`config.mk`:
```
export PLATFORM = sky130hd
export DESIGN_NAME = out_port_dec_seg
export DESIGN_NICKNAME = d
export VERILOG_FILES = /design/src/rtl/out_port_seg_pkg.sv /design/src/rtl/bcd_seg7_enc.sv /design/src/rtl/out_port_dec_seg.sv
export SDC_FILE = /design/constraint.sdc
export NUM_CORES = 1
export LEC_CHECK = 0
export ABC_AREA = 1
export CAP_MARGIN = 30
export CORE_ASPECT_RATIO = 0.9
export CORE_MARGIN = 8
export CORE_UTILIZATION = 45
export CTS_CLUSTER_DIAMETER = 80
export DETAILED_ROUTE_END_ITERATION = 10
export DONT_BUFFER_PORTS = 1
export GPL_ROUTABILITY_DRIVEN = 0
export PLACE_DENSITY = 0.57
export SLEW_MARGIN = 20
export SYNTH_ARGS = -nofsm -noshare
export SYNTH_HDL_FRONTEND = slang
export SYNTH_SLANG_ARGS = --single-unit
```
`constraint.sdc`:
```
create_clock -name clk -period 4.6 [get_ports clk]
set_clock_uncertainty 0.2 [all_clocks]
set_input_delay 1.38 -clock clk [delete_from_list [all_inputs] [get_ports clk]]
set_output_delay 1.38 -clock clk [all_outputs]
set_load 0.02 [all_outputs]
```
`src/rtl/out_port_seg_pkg.sv`:
```
// Shared types and segment constants for the decimal output-port display.
// Segments are active-low; bit 0 = segment a ... bit 6 = segment g.
package out_port_seg_pkg;

  typedef enum logic [1:0] {
    ST_IDLE  = 2'd0,
    ST_SHIFT = 2'd1,
    ST_LOAD  = 2'd2
  } state_t;

  localparam logic [6:0] SEG_BLANK = 7'b1111111;
  localparam logic [6:0] SEG_DASH  = 7'b0111111;

  localparam logic [6:0] SEG_0 = 7'b1000000;
  localparam logic [6:0] SEG_1 = 7'b1111001;
  localparam logic [6:0] SEG_2 = 7'b0100100;
  localparam logic [6:0] SEG_3 = 7'b0110000;
  localparam logic [6:0] SEG_4 = 7'b0011001;
  localparam logic [6:0] SEG_5 = 7'b0010010;
  localparam logic [6:0] SEG_6 = 7'b0000010;
  localparam logic [6:0] SEG_7 = 7'b1111000;
  localparam logic [6:0] SEG_8 = 7'b0000000;
  localparam logic [6:0] SEG_9 = 7'b0010000;

  // 10^n as a 64-bit constant; valid for n <= 19.
  function automatic logic [63:0] pow10(input int n);
    logic [63:0] p;
    p = 64'd1;
    for (int i = 0; i < n; i++) p = p * 64'd10;
    return p;
  endfunction

endpackage

```
`src/rtl/bcd_seg7_enc.sv`:
```
// Combinational BCD digit to active-low seven-segment encoder.
// Non-decimal codes 10..15 render as blank.
module bcd_seg7_enc
  import out_port_seg_pkg::*;
(
  input  logic [3:0] bcd,
  output logic [6:0] seg
);

  always_comb begin
    seg = SEG_BLANK;
    case (bcd)
      4'd0:    seg = SEG_0;
      4'd1:    seg = SEG_1;
      4'd2:    seg = SEG_2;
      4'd3:    seg = SEG_3;
      4'd4:    seg = SEG_4;
      4'd5:    seg = SEG_5;
      4'd6:    seg = SEG_6;
      4'd7:    seg = SEG_7;
      4'd8:    seg = SEG_8;
      4'd9:    seg = SEG_9;
      default: seg = SEG_BLANK;
    endcase
  end

endmodule

```
`src/rtl/out_port_dec_seg.sv`:
```
// Iterative double-dabble converter driving DIGITS active-low 7-seg digits.
// Define OUT_DEC_SEG_LZB_EN to blank leading zero digits (units always shown).
module out_port_dec_seg
  import out_port_seg_pkg::*;
#(
  parameter int DATA_W = 32,
  parameter int DIGITS = 2
) (
  input  logic                  clk,
  input  logic                  reset,
  input  logic [DATA_W-1:0]     value_in,
  output logic [DIGITS*7-1:0]   hex_out,
  output logic                  busy,
  output logic                  update,
  output logic                  overflow,
  output state_t                dbg_state
);

  localparam int          CMP_W  = (DATA_W > 64) ? DATA_W : 64;
  localparam int          CNT_W  = $clog2(DATA_W + 1);
  localparam int          BCD_W  = DIGITS * 4;
  localparam logic [63:0] POW10  = pow10(DIGITS);

  state_t              state;
  logic [DATA_W-1:0]   sreg;
  logic [DATA_W-1:0]   last_val;
  logic [BCD_W-1:0]    bcd;
  logic [BCD_W-1:0]    bcd_adj;
  logic [CNT_W-1:0]    cnt;
  logic                prime;
  logic                ovf_pend;
  logic                ovf_now;
  logic [DIGITS*7-1:0] seg_raw;
  logic [DIGITS*7-1:0] seg_disp;

  assign dbg_state = state;

  // Both sides widened so the limit never truncates when 10^DIGITS > 2^DATA_W.
  assign ovf_now = (CMP_W'(value_in) >= CMP_W'(POW10));

  always_comb begin
    bcd_adj = bcd;
    for (int i = 0; i < DIGITS; i++) begin
      if (bcd[i*4 +: 4] >= 4'd5) bcd_adj[i*4 +: 4] = bcd[i*4 +: 4] + 4'd3;
    end
  end

  for (genvar g = 0; g < DIGITS; g++) begin : g_enc
    bcd_seg7_enc u_enc (
      .bcd (bcd[g*4 +: 4]),
      .seg (seg_raw[g*7 +: 7])
    );
  end

`ifdef OUT_DEC_SEG_LZB_EN
  logic [DIGITS-1:0] lead_zero;
  logic              above_zero;

  // lead_zero[i]: digit i and every digit above it are zero.
  always_comb begin
    lead_zero  = '0;
    above_zero = 1'b1;
    for (int i = DIGITS - 1; i >= 0; i--) begin
      above_zero   = above_zero & (bcd[i*4 +: 4] == 4'd0);
      lead_zero[i] = above_zero;
    end
  end
`endif

  always_comb begin
    seg_disp = seg_raw;
    for (int i = 0; i < DIGITS; i++) begin
      if (ovf_pend) seg_disp[i*7 +: 7] = SEG_DASH;
`ifdef OUT_DEC_SEG_LZB_EN
      else if (i != 0 && lead_zero[i]) seg_disp[i*7 +: 7] = SEG_BLANK;
`endif
    end
  end

  always_ff @(posedge clk or negedge reset) begin
    if (!reset) begin
      state    <= ST_IDLE;
      sreg     <= '0;
      last_val <= '0;
      bcd      <= '0;
      cnt      <= '0;
      prime    <= 1'b1;
      ovf_pend <= 1'b0;
      hex_out  <= {DIGITS{SEG_BLANK}};
      busy     <= 1'b0;
      update   <= 1'b0;
      overflow <= 1'b0;
    end else begin
      update <= 1'b0;
      case (state)
        ST_IDLE: begin
          if (prime || (value_in != last_val)) begin
            sreg     <= value_in;
            last_val <= value_in;
            ovf_pend <= ovf_now;
            bcd      <= '0;
            prime    <= 1'b0;
            cnt      <= CNT_W'(DATA_W);
            busy     <= 1'b1;
            state    <= ST_SHIFT;
          end
        end
        ST_SHIFT: begin
          // Top-nibble carry falls off: the result is value mod 10^DIGITS.
          bcd  <= {bcd_adj[BCD_W-2:0], sreg[DATA_W-1]};
          sreg <= {sreg[DATA_W-2:0], 1'b0};
          cnt  <= cnt - 1'b1;
          if (cnt == CNT_W'(1)) state <= ST_LOAD;
        end
        ST_LOAD: begin
          hex_out  <= seg_disp;
          overflow <= ovf_pend;
          update   <= 1'b1;
          busy     <= 1'b0;
          state    <= ST_IDLE;
        end
        default: state <= ST_IDLE;
      endcase
    end
  end

endmodule

```
==> impl_results.md <==
- Fraction of synthesized cell area taken by the top area cell type: 39.9%
- Number of flip-flops and latches in the synthesized netlist: around 100
- WL per Instance: roughly 14 um
- Num rows: 37
- Post-synth top flop: sky130_fd_sc_hd__dfrtp_1
- Maximum clock frequency: 328 MHz
- Internal power consumption: around 0.0015 W
- Total global-route track usage: 16.3%
- Worst slew pin tran: 0.830 ns
- Total of max-cap violations: 0
- Synthesized instance count: 698
- Number of warnings printed during yosys synthesis: 0
- Chain of cells forming the critical path: inv_1 -> nand2_1 -> nand2_1 -> nand2_1 -> nor2_1 -> nand2_1 -> nor2_2 -> nand3_4 -> nand2_4 -> buf_4 -> o21ai_0
- Delay of the slowest critical-path stage: approximately 0.5 ns
- Sum of overflow across all layers after global routing: 0
- Antenna violations before repair: 0
- Buffers inserted during post-CTS setup optimization: 0
- Slew headroom: ~44%
- I/O Pins: 53
- Share of flip-flops with an asynchronous set or reset after synthesis: 100%
- Number of buffers added on ports: 0
- CTS sink count: 99
- Min Tclk post-route: 3.05 ns
- Hpwl dp: between 7000 and 8000 um
- Total number of vias: between 4000 and 5000
- Startpoint type of the worst setup path: input port
- Net switching fraction of the power: approximately 29%
- Most frequent cell on the critical path: sky130_fd_sc_hd__nand2_1
- Worst endpoint required time: between 4 and 5 ns
- Outcome: completed
- Highest fanout seen on the critical path: 66
- DIE HEIGHT: 119 um
- Syn-to-layout area delta: 7.14%
- Number of flops mapped to enable cells by yosys: 0
- Setup repair after global routing missed its margin: false
- WS Path Type: input port to flop
- Cell area after synthesis: 5270 um2
- CTS tree: yes
- Final antenna diode count: 0
- Type of the most critical hold path: flop to flop
- Max Slew Vio Count: 0
- Master cell of the clock root buffer: sky130_fd_sc_hd__clkbuf_16
- Sequential fraction of design power: 45.6%
- DRC errors left: 0
- Clock buffer depth: 2
- Starting density of the core: a little under half
- Antenna-violating nets left: 0
- Cell type contributing the most total cell area after synthesis: sky130_fd_sc_hd__dfrtp_1
- Cell Pwr Density: 384 nW/um2
- Worst-case vdd ir drop: 178 uV
- Pre-Repair DR Iteration Count: 4
- Clk pwr share: 36.6%
- Number of failing hold endpoints at the final stage: 0
- Share of final-layout standard cells stronger than drive strength 1: between 7 and 8%
- Net count of the finished layout: 732
- Number of DRC markers after the initial detailed-route iteration: approximately 330
- Critical path buffers and inverters: 2
- H-tree lvl count: 3
- First-pass GRT wire length: about 20000 um
- Placeable core region: between 10000 and 15000 um2
- Number of buffers inserted during clock tree synthesis: 9
- Die X: between 100 and 150 um
- Post-synthesis sequential area ratio: between 40% and 50%
- Kind of cell adding the most delay to the critical path: simple AND/OR/NAND/NOR gates
- Switching power summed over all nets: 0.000629 W
- Pre-CTS worst setup slack: ~1.2 ns
- Worst setup slack after layout: 1.55 ns
- Vias in the first global route: 4136
- Count of cell types in the netlist: 34
- Final worst-path cycle share: 66.3%
- Clock network latency to the later pin of the worst-skew pair: 0.35 ns
- Final core utilization: 49.4%
- Clock transition at the registers of the reported paths: 0.07 ns
- Comb pwr share: about 18%
- Largest net degree at the start of global routing: 100
- Cell types with the largest area share after synthesis: sky130_fd_sc_hd__dfrtp_1, sky130_fd_sc_hd__nand2_1, sky130_fd_sc_hd__dfstp_2, sky130_fd_sc_hd__o21ai_0, sky130_fd_sc_hd__nand3_1
- Average instance area after synthesis: 7.55 um2
- Via count normalized by instance count: 5.02
- CP max-delay cell: sky130_fd_sc_hd__buf_4
- CP arrival: between 3 and 4 ns
- Die ar.: 15400 um2
- Total Negative Setup Slacks: 0 ns
- Leakage power of the design: 2.92 nW
- Hold buffer count at CTS: 0
- Endpoint type of the worst setup path: flop
- Fill cell count: 1166
- Number of nets produced by synthesis: 746
- Drt total wl: 11900 um
- Setup-violating endpoint count in the final report: 0
- Post-cts resize count: 0
## cell type report
type / instances / area, um2 / area share (%)
tap: 156 / 195 / 3.46
clock inverter: 3 / 65.1 / 1.15
sequential: 99 / 2500 / 44.2
timing repair buffer: 5 / 37.5 / 0.665
inverter: 78 / 293 / 5.18
multi-input combinational: 491 / 2320 / 41.1
clock buffer: 13 / 240 / 4.25
## worst register-to-register path, delay by kind of cell, from the launching register on
family                 cells  cell delay [ns]
flip-flops                 1             0.48
AO/OA/AOI/OAI              1             0.08
buffers and inverters      3             1.28
AND/OR/NAND/NOR            4             0.34
## cells in the mapped netlist (2+ instances only)
cell type and count:
sky130_fd_sc_hd__nor3_1 2, sky130_fd_sc_hd__nor2_2 2, sky130_fd_sc_hd__nand4_1 7, sky130_fd_sc_hd__nand2_1 245, sky130_fd_sc_hd__dfrtp_1 84, sky130_fd_sc_hd__clkinv_1 3, sky130_fd_sc_hd__nor2_1 38, sky130_fd_sc_hd__inv_1 65
sky130_fd_sc_hd__nor4_1 2, sky130_fd_sc_hd__ha_1 14, sky130_fd_sc_hd__dfstp_2 15, sky130_fd_sc_hd__xor2_1 5, sky130_fd_sc_hd__o21ai_0 70, sky130_fd_sc_hd__inv_2 10, sky130_fd_sc_hd__buf_2 7, sky130_fd_sc_hd__o211ai_1 5
sky130_fd_sc_hd__xnor2_1 8, sky130_fd_sc_hd__a21oi_1 20, sky130_fd_sc_hd__a31oi_1 2, sky130_fd_sc_hd__o21ai_1 4, sky130_fd_sc_hd__nand3_1 59, sky130_fd_sc_hd__clkbuf_1 16, sky130_fd_sc_hd__buf_6 4
## cells by family after synthesis
logic type                 count (synthesis)  share of synthesized area, %
AOI/OAI and AO/OA                        104                          10.3
xor gates and xnor gates                  13                          2.16
adders and majority gates                 14                          3.32
buffers and inverters                    108                          8.66
DFF                                       99                          47.4
and+or+nand+nor                          360                          28.2
## metal layers
metal | share of wire [%] | global-route usage, % | routed length (um) | up-vias
met5 | 0 | 0 | 0 | -
met4 | 0.86 | 3.70 | 102 | 0
met3 | 5.8 | 5.75 | 694 | 7
met2 | 46 | 24.9 | 5460 | 68
met1 | 48 | 21.5 | 5670 | 1983
li1 | - | - | - | 2180
## final timing paths
kind / startpoint / to / slack, ns / cells past startpoint
min in group asynchronous: reset / last_val[28] / 0.53 / 0
max in group asynchronous: reset / hex_out[9] / 3.45 / 0
hold / removal: prime / prime / 0.29 / 1
setup / recovery: value_in[26] / last_val[13] / 1.55 / 11
setup reg to reg: dbg_state[1] / sreg[11] / 2.13 / 8
hold reg to reg: prime / prime / 0.29 / 1
## sequential cells by signal, summed over array words and instances (netlist names)
signal     flops
overflow       1
dbg_state      2
hex_out       14
bcd            8
ovf_pend       1
last_val      32
prime          1
update         1
busy           1
sreg          32
cnt            6
## cell usage in the layout (no fill, tap or decap), drive strengths merged
master,Yosys,layout
buf,13,5
a31oi,2,2
o311ai,1,1
o21ai,74,74
nand3,60,60
nor2,40,40
a21oi,20,20
nand4,7,7
o211ai,5,5
xnor2,8,8
a21boi,1,1
ha,14,14
clkbuf,17,13
or2,1,1
inv,75,74
o221ai,1,1
xor2,5,5
nor3,2,2
bufinv,0,2
dfrtp,84,84
dfstp,15,15
clkinv,3,5
and3,1,1
nand2,247,247
nor4,2,2
## metrics by stage
step                cells  total power, W  hold slack, ns  area [um2]
CTS                   845         0.00220           0.289        5650
floorplan             698         0.00130           0.242        5270
finish                845         0.00217           0.289        5650
detailed placement    829         0.00139           0.275        5340
global route          845         0.00230           0.314        5650
global placement      829         0.00138           0.258        5340
## power groups by stage
stage / clock network (W) / registers [W] / logic [W]
2_1_floorplan: 0 / 0.000974 / 0.000330
3_3_place_gp: 0 / 0.00100 / 0.000378
3_5_place_dp: 0 / 0.00100 / 0.000384
4_1_cts: 0.000821 / 0.000989 / 0.000386
5_1_grt: 0.000849 / 0.000999 / 0.000454
6_report: 0.000793 / 0.000989 / 0.000386
Power figures use the tool's default switching activity.
